`config.mk`:
```
export PLATFORM = sky130hd
export DESIGN_NAME = alu_cmd_sequencer
export DESIGN_NICKNAME = d
export VERILOG_FILES = /design/src/rtl/alu_cmd_sequencer.sv
export SDC_FILE = /design/constraint.sdc
export NUM_CORES = 1
export LEC_CHECK = 0
export CAP_MARGIN = 20
export CORE_MARGIN = 2
export CORE_UTILIZATION = 50
export CTS_CLUSTER_SIZE = 16
export DETAILED_ROUTE_END_ITERATION = 8
export GPL_TIMING_DRIVEN = 0
export PLACE_DENSITY = 0.9
export SLEW_MARGIN = 30
export SYNTH_ARGS = -nofsm -noshare
export SYNTH_HDL_FRONTEND = slang
export SYNTH_SLANG_ARGS = --single-unit
```
`constraint.sdc`:
```
create_clock -name clk -period 2.4 [get_ports clk]
set_input_delay 0.36 -clock clk [delete_from_list [all_inputs] [get_ports clk]]
set_output_delay 0.36 -clock clk [all_outputs]
set_load 0.005 [all_outputs]
```
`src/rtl/alu_cmd_sequencer.sv`:
```
// alu_cmd_sequencer
//   Replays one host ALU command (opcode, A, B) onto the ALU front panel's
//   8-bit switch bus as three enter-qualified transfers. It then waits a
//   fixed settle time, captures the 16-bit ALU result and returns it on a
//   valid/ready response port.
//
// Ports
//   clk                      single clock, rising edge
//   rst                      asynchronous reset, active low
//   cmd_valid/cmd_ready      command handshake
//   cmd_opcode/cmd_a/cmd_b   command fields
//   switch, enter            ALU front-panel drive (registered)
//   result_in                ALU result
//   rsp_valid/rsp_ready      response handshake
//   rsp_result, rsp_err      captured result, opcode 13..15 flag
//   abort                    cancels the sequence in flight
//   busy                     high in every state except IDLE
//   done_cnt                 responses delivered, wraps

module alu_cmd_sequencer #(
   parameter int SETUP_CYC = 2,
   parameter int WAIT_CYC  = 10,
   parameter int CNT_W     = 8
) (
   input  logic             clk,
   input  logic             rst,
   input  logic             cmd_valid,
   output logic             cmd_ready,
   input  logic [3:0]       cmd_opcode,
   input  logic [7:0]       cmd_a,
   input  logic [7:0]       cmd_b,
   output logic [7:0]       switch,
   output logic             enter,
   input  logic [15:0]      result_in,
   output logic             rsp_valid,
   input  logic             rsp_ready,
   output logic [15:0]      rsp_result,
   output logic             rsp_err,
   input  logic             abort,
   output logic             busy,
   output logic [CNT_W-1:0] done_cnt
);

   typedef enum logic [3:0] {
      ST_IDLE, ST_OPC, ST_OPC_EN, ST_A, ST_A_EN, ST_B, ST_B_EN, ST_WAIT, ST_DONE
   } state_t;

   localparam logic [15:0] SETUP_LAST = 16'(SETUP_CYC - 1);
   localparam logic [15:0] WAIT_LAST  = 16'(WAIT_CYC - 1);

   state_t      state, state_nxt;
   logic [15:0] tmr, tmr_nxt;

   // Latched command fields
   logic [3:0]  opc_q;
   logic [7:0]  a_q, b_q;
   logic        err_q;

   logic        accept, capture, deliver;
   logic [3:0]  opc_d;
   logic [7:0]  a_d, b_d;
   logic [7:0]  switch_nxt;
   logic        enter_nxt, busy_nxt, ready_nxt, rsp_valid_nxt;

   // State register and in-state cycle timer
   always_ff @(posedge clk or negedge rst) begin
      if (!rst) begin
         state <= ST_IDLE;
         tmr   <= '0;
      end else begin
         state <= state_nxt;
         tmr   <= tmr_nxt;
      end
   end

   // Next-state logic; abort overrides everything outside IDLE
   always_comb begin
      state_nxt = state;
      case (state)
         ST_IDLE:   if (cmd_valid)           state_nxt = ST_OPC;
         ST_OPC:    if (tmr == SETUP_LAST)   state_nxt = ST_OPC_EN;
         ST_OPC_EN:                          state_nxt = ST_A;
         ST_A:      if (tmr == SETUP_LAST)   state_nxt = ST_A_EN;
         ST_A_EN:                            state_nxt = ST_B;
         ST_B:      if (tmr == SETUP_LAST)   state_nxt = ST_B_EN;
         ST_B_EN:                            state_nxt = ST_WAIT;
         ST_WAIT:   if (tmr == WAIT_LAST)    state_nxt = ST_DONE;
         ST_DONE:   if (rsp_ready)           state_nxt = ST_IDLE;
         default:                            state_nxt = ST_IDLE;
      endcase
      if (abort && (state != ST_IDLE)) state_nxt = ST_IDLE;
   end

   // Output logic: every output is registered, so the values are derived
   // from the state being entered rather than the current one.
   always_comb begin
      accept  = (state == ST_IDLE) && cmd_valid;
      capture = (state == ST_WAIT) && (state_nxt == ST_DONE);
      deliver = (state == ST_DONE) && (state_nxt == ST_IDLE) && !abort;

      // On the accept edge the field registers are still being loaded,
      // so the first switch value must come straight from the command.
      opc_d = accept ? cmd_opcode : opc_q;
      a_d   = a_q;
      b_d   = b_q;

      switch_nxt = 8'h00;
      case (state_nxt)
         ST_OPC, ST_OPC_EN: switch_nxt = {4'h0, opc_d};
         ST_A,   ST_A_EN:   switch_nxt = a_d;
         ST_B,   ST_B_EN:   switch_nxt = b_d;
         default:           switch_nxt = 8'h00;
      endcase

      enter_nxt     = (state_nxt == ST_OPC_EN) || (state_nxt == ST_A_EN) ||
                      (state_nxt == ST_B_EN);
      busy_nxt      = (state_nxt != ST_IDLE);
      ready_nxt     = (state_nxt == ST_IDLE);
      rsp_valid_nxt = (state_nxt == ST_DONE);

      tmr_nxt = (state_nxt != state) ? 16'h0000 : tmr + 16'h0001;
   end

   // Command field capture (data only, no reset needed)
   always_ff @(posedge clk) begin
      if (accept) begin
         opc_q <= cmd_opcode;
         a_q   <= cmd_a;
         b_q   <= cmd_b;
         err_q <= (cmd_opcode >= 4'd13);
      end
   end

   // Registered outputs
   always_ff @(posedge clk or negedge rst) begin
      if (!rst) begin
         switch     <= 8'h00;
         enter      <= 1'b0;
         busy       <= 1'b0;
         cmd_ready  <= 1'b1;
         rsp_valid  <= 1'b0;
         rsp_result <= 16'h0000;
         rsp_err    <= 1'b0;
         done_cnt   <= '0;
      end else begin
         switch    <= switch_nxt;
         enter     <= enter_nxt;
         busy      <= busy_nxt;
         cmd_ready <= ready_nxt;
         rsp_valid <= rsp_valid_nxt;
         if (capture) begin
            rsp_result <= result_in;
            rsp_err    <= err_q;
         end
         if (deliver) done_cnt <= done_cnt + CNT_W'(1);
      end
   end

endmodule

```
==> impl_metrics.py <==
metrics = {
    "outcome": {
        "status": "complete, no violations",
    },
    "placement": {
        "dpl-instance-area_um2": 4270,
        "finalWeightedCongestion": 0.860,
        "hpwl_um": 4600,
        "pre_cts_ws_ns": -0.0360,
        "portBuffers": 77,
    },
    "run": {
        "drv_cap": 0,
    },
    "die": {
        "rows": 29,
        "core_area_um2": 6460,
        "dieArea_um2": 7440,
        "ioPinCount": 78,
        "die_width_um": 86.2,
        "start_util": 0.523,
        "die_y_um": 86.2,
    },
    "global_route": {
        "antenna_found_initial": 0,
        "grt_max_degree": 44,
        "grt_pass1_wl_um": 10300,
        "first_global_vias": 2254,
        "track_usage": 0.181,
        "overflow": 0,
    },
    "setup_path": {
        "crit_path_top_delay_cell": "dfrtp_1",
        "required_ns": 2.64,
        "cp-end-kind": "register",
        "worstSetupPathType": "reg2reg",
        "r2r_slack_ns": 0.14,
        "arrival_ns": 2.49,
        "cp_max_fo": 10,
        "crit_chain": "inv_1 > ha_2 > nor4b_4 > nand4_1 > or2_1 > or3_4 > buf_12 > mux2_4",
        "startpoint_type": "register",
        "max_stage_delay_ns": 0.41,
    },
    "logic_synthesis": {
        "synth-main-ff-cell": "dfrtp_1",
        "synth.distinct_cells": 48,
        "async_flop_share": 0.731,
        "synth.cell_area_um2": 3380,
        "synthCells": 268,
        "yosysWarnings": 0,
        "ys_ff_latch": 78,
        "ys_top_cells_by_area": "dfrtp_1 (41%), edfxtp_1 (15%), mux2_2 (4.3%)",
        "yosysTopAreaCellShare": 0.415,
        "seq_area_frac_synth": 0.597,
        "synth_fp_nets": 312,
        "synth_edf_count": 17,
        "syn_avg_cell_area_um2": 12.6,
        "yosysTopAreaCell": "dfrtp_1",
    },
    "pwr": {
        "power.total_mw": 3.71,
        "p_leak_nw": 2.01,
        "max-vdd-ir-drop_v": 0.000586,
        "powerDensity_nw_per_um2": 819,
    },
    "clock_tree": {
        "clkTransAtPathRegs_ns": 0.09,
        "numCtsBuffers": 9,
        "tritoncts": "built",
        "cts_sinks": 78,
        "insertion_delay_ns": 0.35,
        "cts.htree.levels": 3,
        "root_buffer": "clkbuf_8",
        "cts.path.max_buffers": 2,
    },
    "route": {
        "avgViaCountPerCell": 5.32,
        "route.met3.wl_um": 438,
        "drt_iter0_drc": 130,
        "m1WireLength_um": 2770,
        "firstDrtPassIters": 4,
        "vias": 2348,
        "wl_met2_um": 3290,
        "wl_per_cell_um": 14.9,
        "top_layer": "met4",
        "ant_nets": 0,
        "route.detailed.drc": 0,
        "wirelength_um": 6550,
    },
    "final_layout": {
        "drive_gt1_frac": 0.168,
        "final_common_cell": "clkdlybuf4s50_1",
        "diodes": 0,
        "finalNetCount": 403,
        "areaGrowthSynthToFinish_pct": 33.9,
        "final_cell_mix": "clkdlybuf4s50_1 (76), dfrtp_1 (56), nand2_1 (26)",
        "final_area_um2": 4530,
    },
    "timing": {
        "slew_violations": 0,
        "rsz0062_at_grt": "false",
        "post-route-period-util": 0.940,
        "layout_setup_ws_ns": 0.143,
        "relSlewSlack": 0.592,
        "hold-worst-slack_ns": 0.403,
        "fin_skew_ns": 0.0116,
        "setup_viol": 0,
        "report.final.hold_viol_count": 0,
        "worstMarginPinSlew_ns": 0.611,
        "period_minus_slack_ns": 2.26,
        "fmax_ghz": 0.443,
    },
    "worst_hold_path": {
        "holdCritPathClass": "in2async",
    },
}
## final cells by class
class | count | area, µm²
sequential | 78 | 2020
buffer | 8 | 55.1
fill | 443 | 1930
inverter | 6 | 22.5
tap | 77 | 96.3
multi-input combinational | 175 | 1290
clock buffer | 9 | 124
timing repair buffer | 81 | 813
clock inverter | 7 | 103
## worst paths after layout
check,cells past startpoint,startpoint,to
setup / recovery,8,tmr[1],rsp_result[13]
hold / removal,2,rst,switch[2]
setup reg to reg,8,tmr[1],rsp_result[13]
hold reg to reg,1,b_d[7],switch[7]
max in group asynchronous,3,rst,cmd_ready
min in group clk,1,b_d[7],switch[7]
## metal layers
| metal | up-vias | global-route usage |
|---|---|---|
| li1 | 1127 | - |
| met4 | 0 | 0.0852 |
| met5 | - | 0 |
| met3 | 5 | 0.0467 |
| met1 | 1123 | 0.218 |
| met2 | 93 | 0.304 |
## flip-flops by register name (all words and copies together) (netlist names), 4 cells and up
name	flops
rsp_result	16
tmr	16
a_d	8
b_d	8
done_cnt	8
switch	8
opc_q	4
state	4
## per-stage QoR
stage	TNS, ns	utilization	std cells
final	0	0.701	441
after global routing	0	0.701	441
after CTS	0	0.697	440
after detailed placement	-0.103	0.660	423
after global placement	-41.82	0.658	422
after floorplan	0	-	268
## kinds of logic after synthesis
logic type | Yosys count | synth area share
DFF | 78 | 0.597
muxes | 23 | 0.0899
xor gates and xnor gates | 22 | 0.0570
buffers and inverters | 15 | 0.0263
and+or+nand+nor | 100 | 0.161
AOI/OAI and AO/OA | 27 | 0.0574
adders and majority gates | 3 | 0.0111
## repair_timing
item	4_1_cts	5_1_grt
gates resized for setup	0	5
hold buffers	1	0
buffers inserted	0	2
endpoints found under the setup margin	0	22
endpoints found under the hold margin	14	0
## report_power, final
part	internal [mW]	total, mW	leakage [nW]	switching (mW)
clock	0.598	1.10	0.111	0.498
sequential	1.58	1.67	0.955	0.0894
combinational	0.483	0.941	0.945	0.458
total	2.66	3.71	2.01	1.05
## Yosys cell counts (4+ instances only)
cell type and n:
dfrtp_1 56, nand2_1 26, nor2_1 25, edfxtp_1 17, mux2_2 13, xnor2_1 11
xor2_1 11, mux2_4 9, and3_1 8, nand4_1 8, inv_1 6, o21ai_0 6
clkbuf_1 5, a21oi_1 4, a22o_1 4, a22oi_1 4, dfxtp_1 4, nand2b_1 4
nor3b_1 4, or3_1 4
## worst max-delay path: cells and delay by family, from the launching register on
kind / cells / cell delay [ns]
and+or+nand+nor: 4 / 1.02
DFF: 1 / 0.41
muxes: 1 / 0.30
buffers and inverters: 2 / 0.23
adders and majority gates: 1 / 0.18
Power figures use the tool's default switching activity.
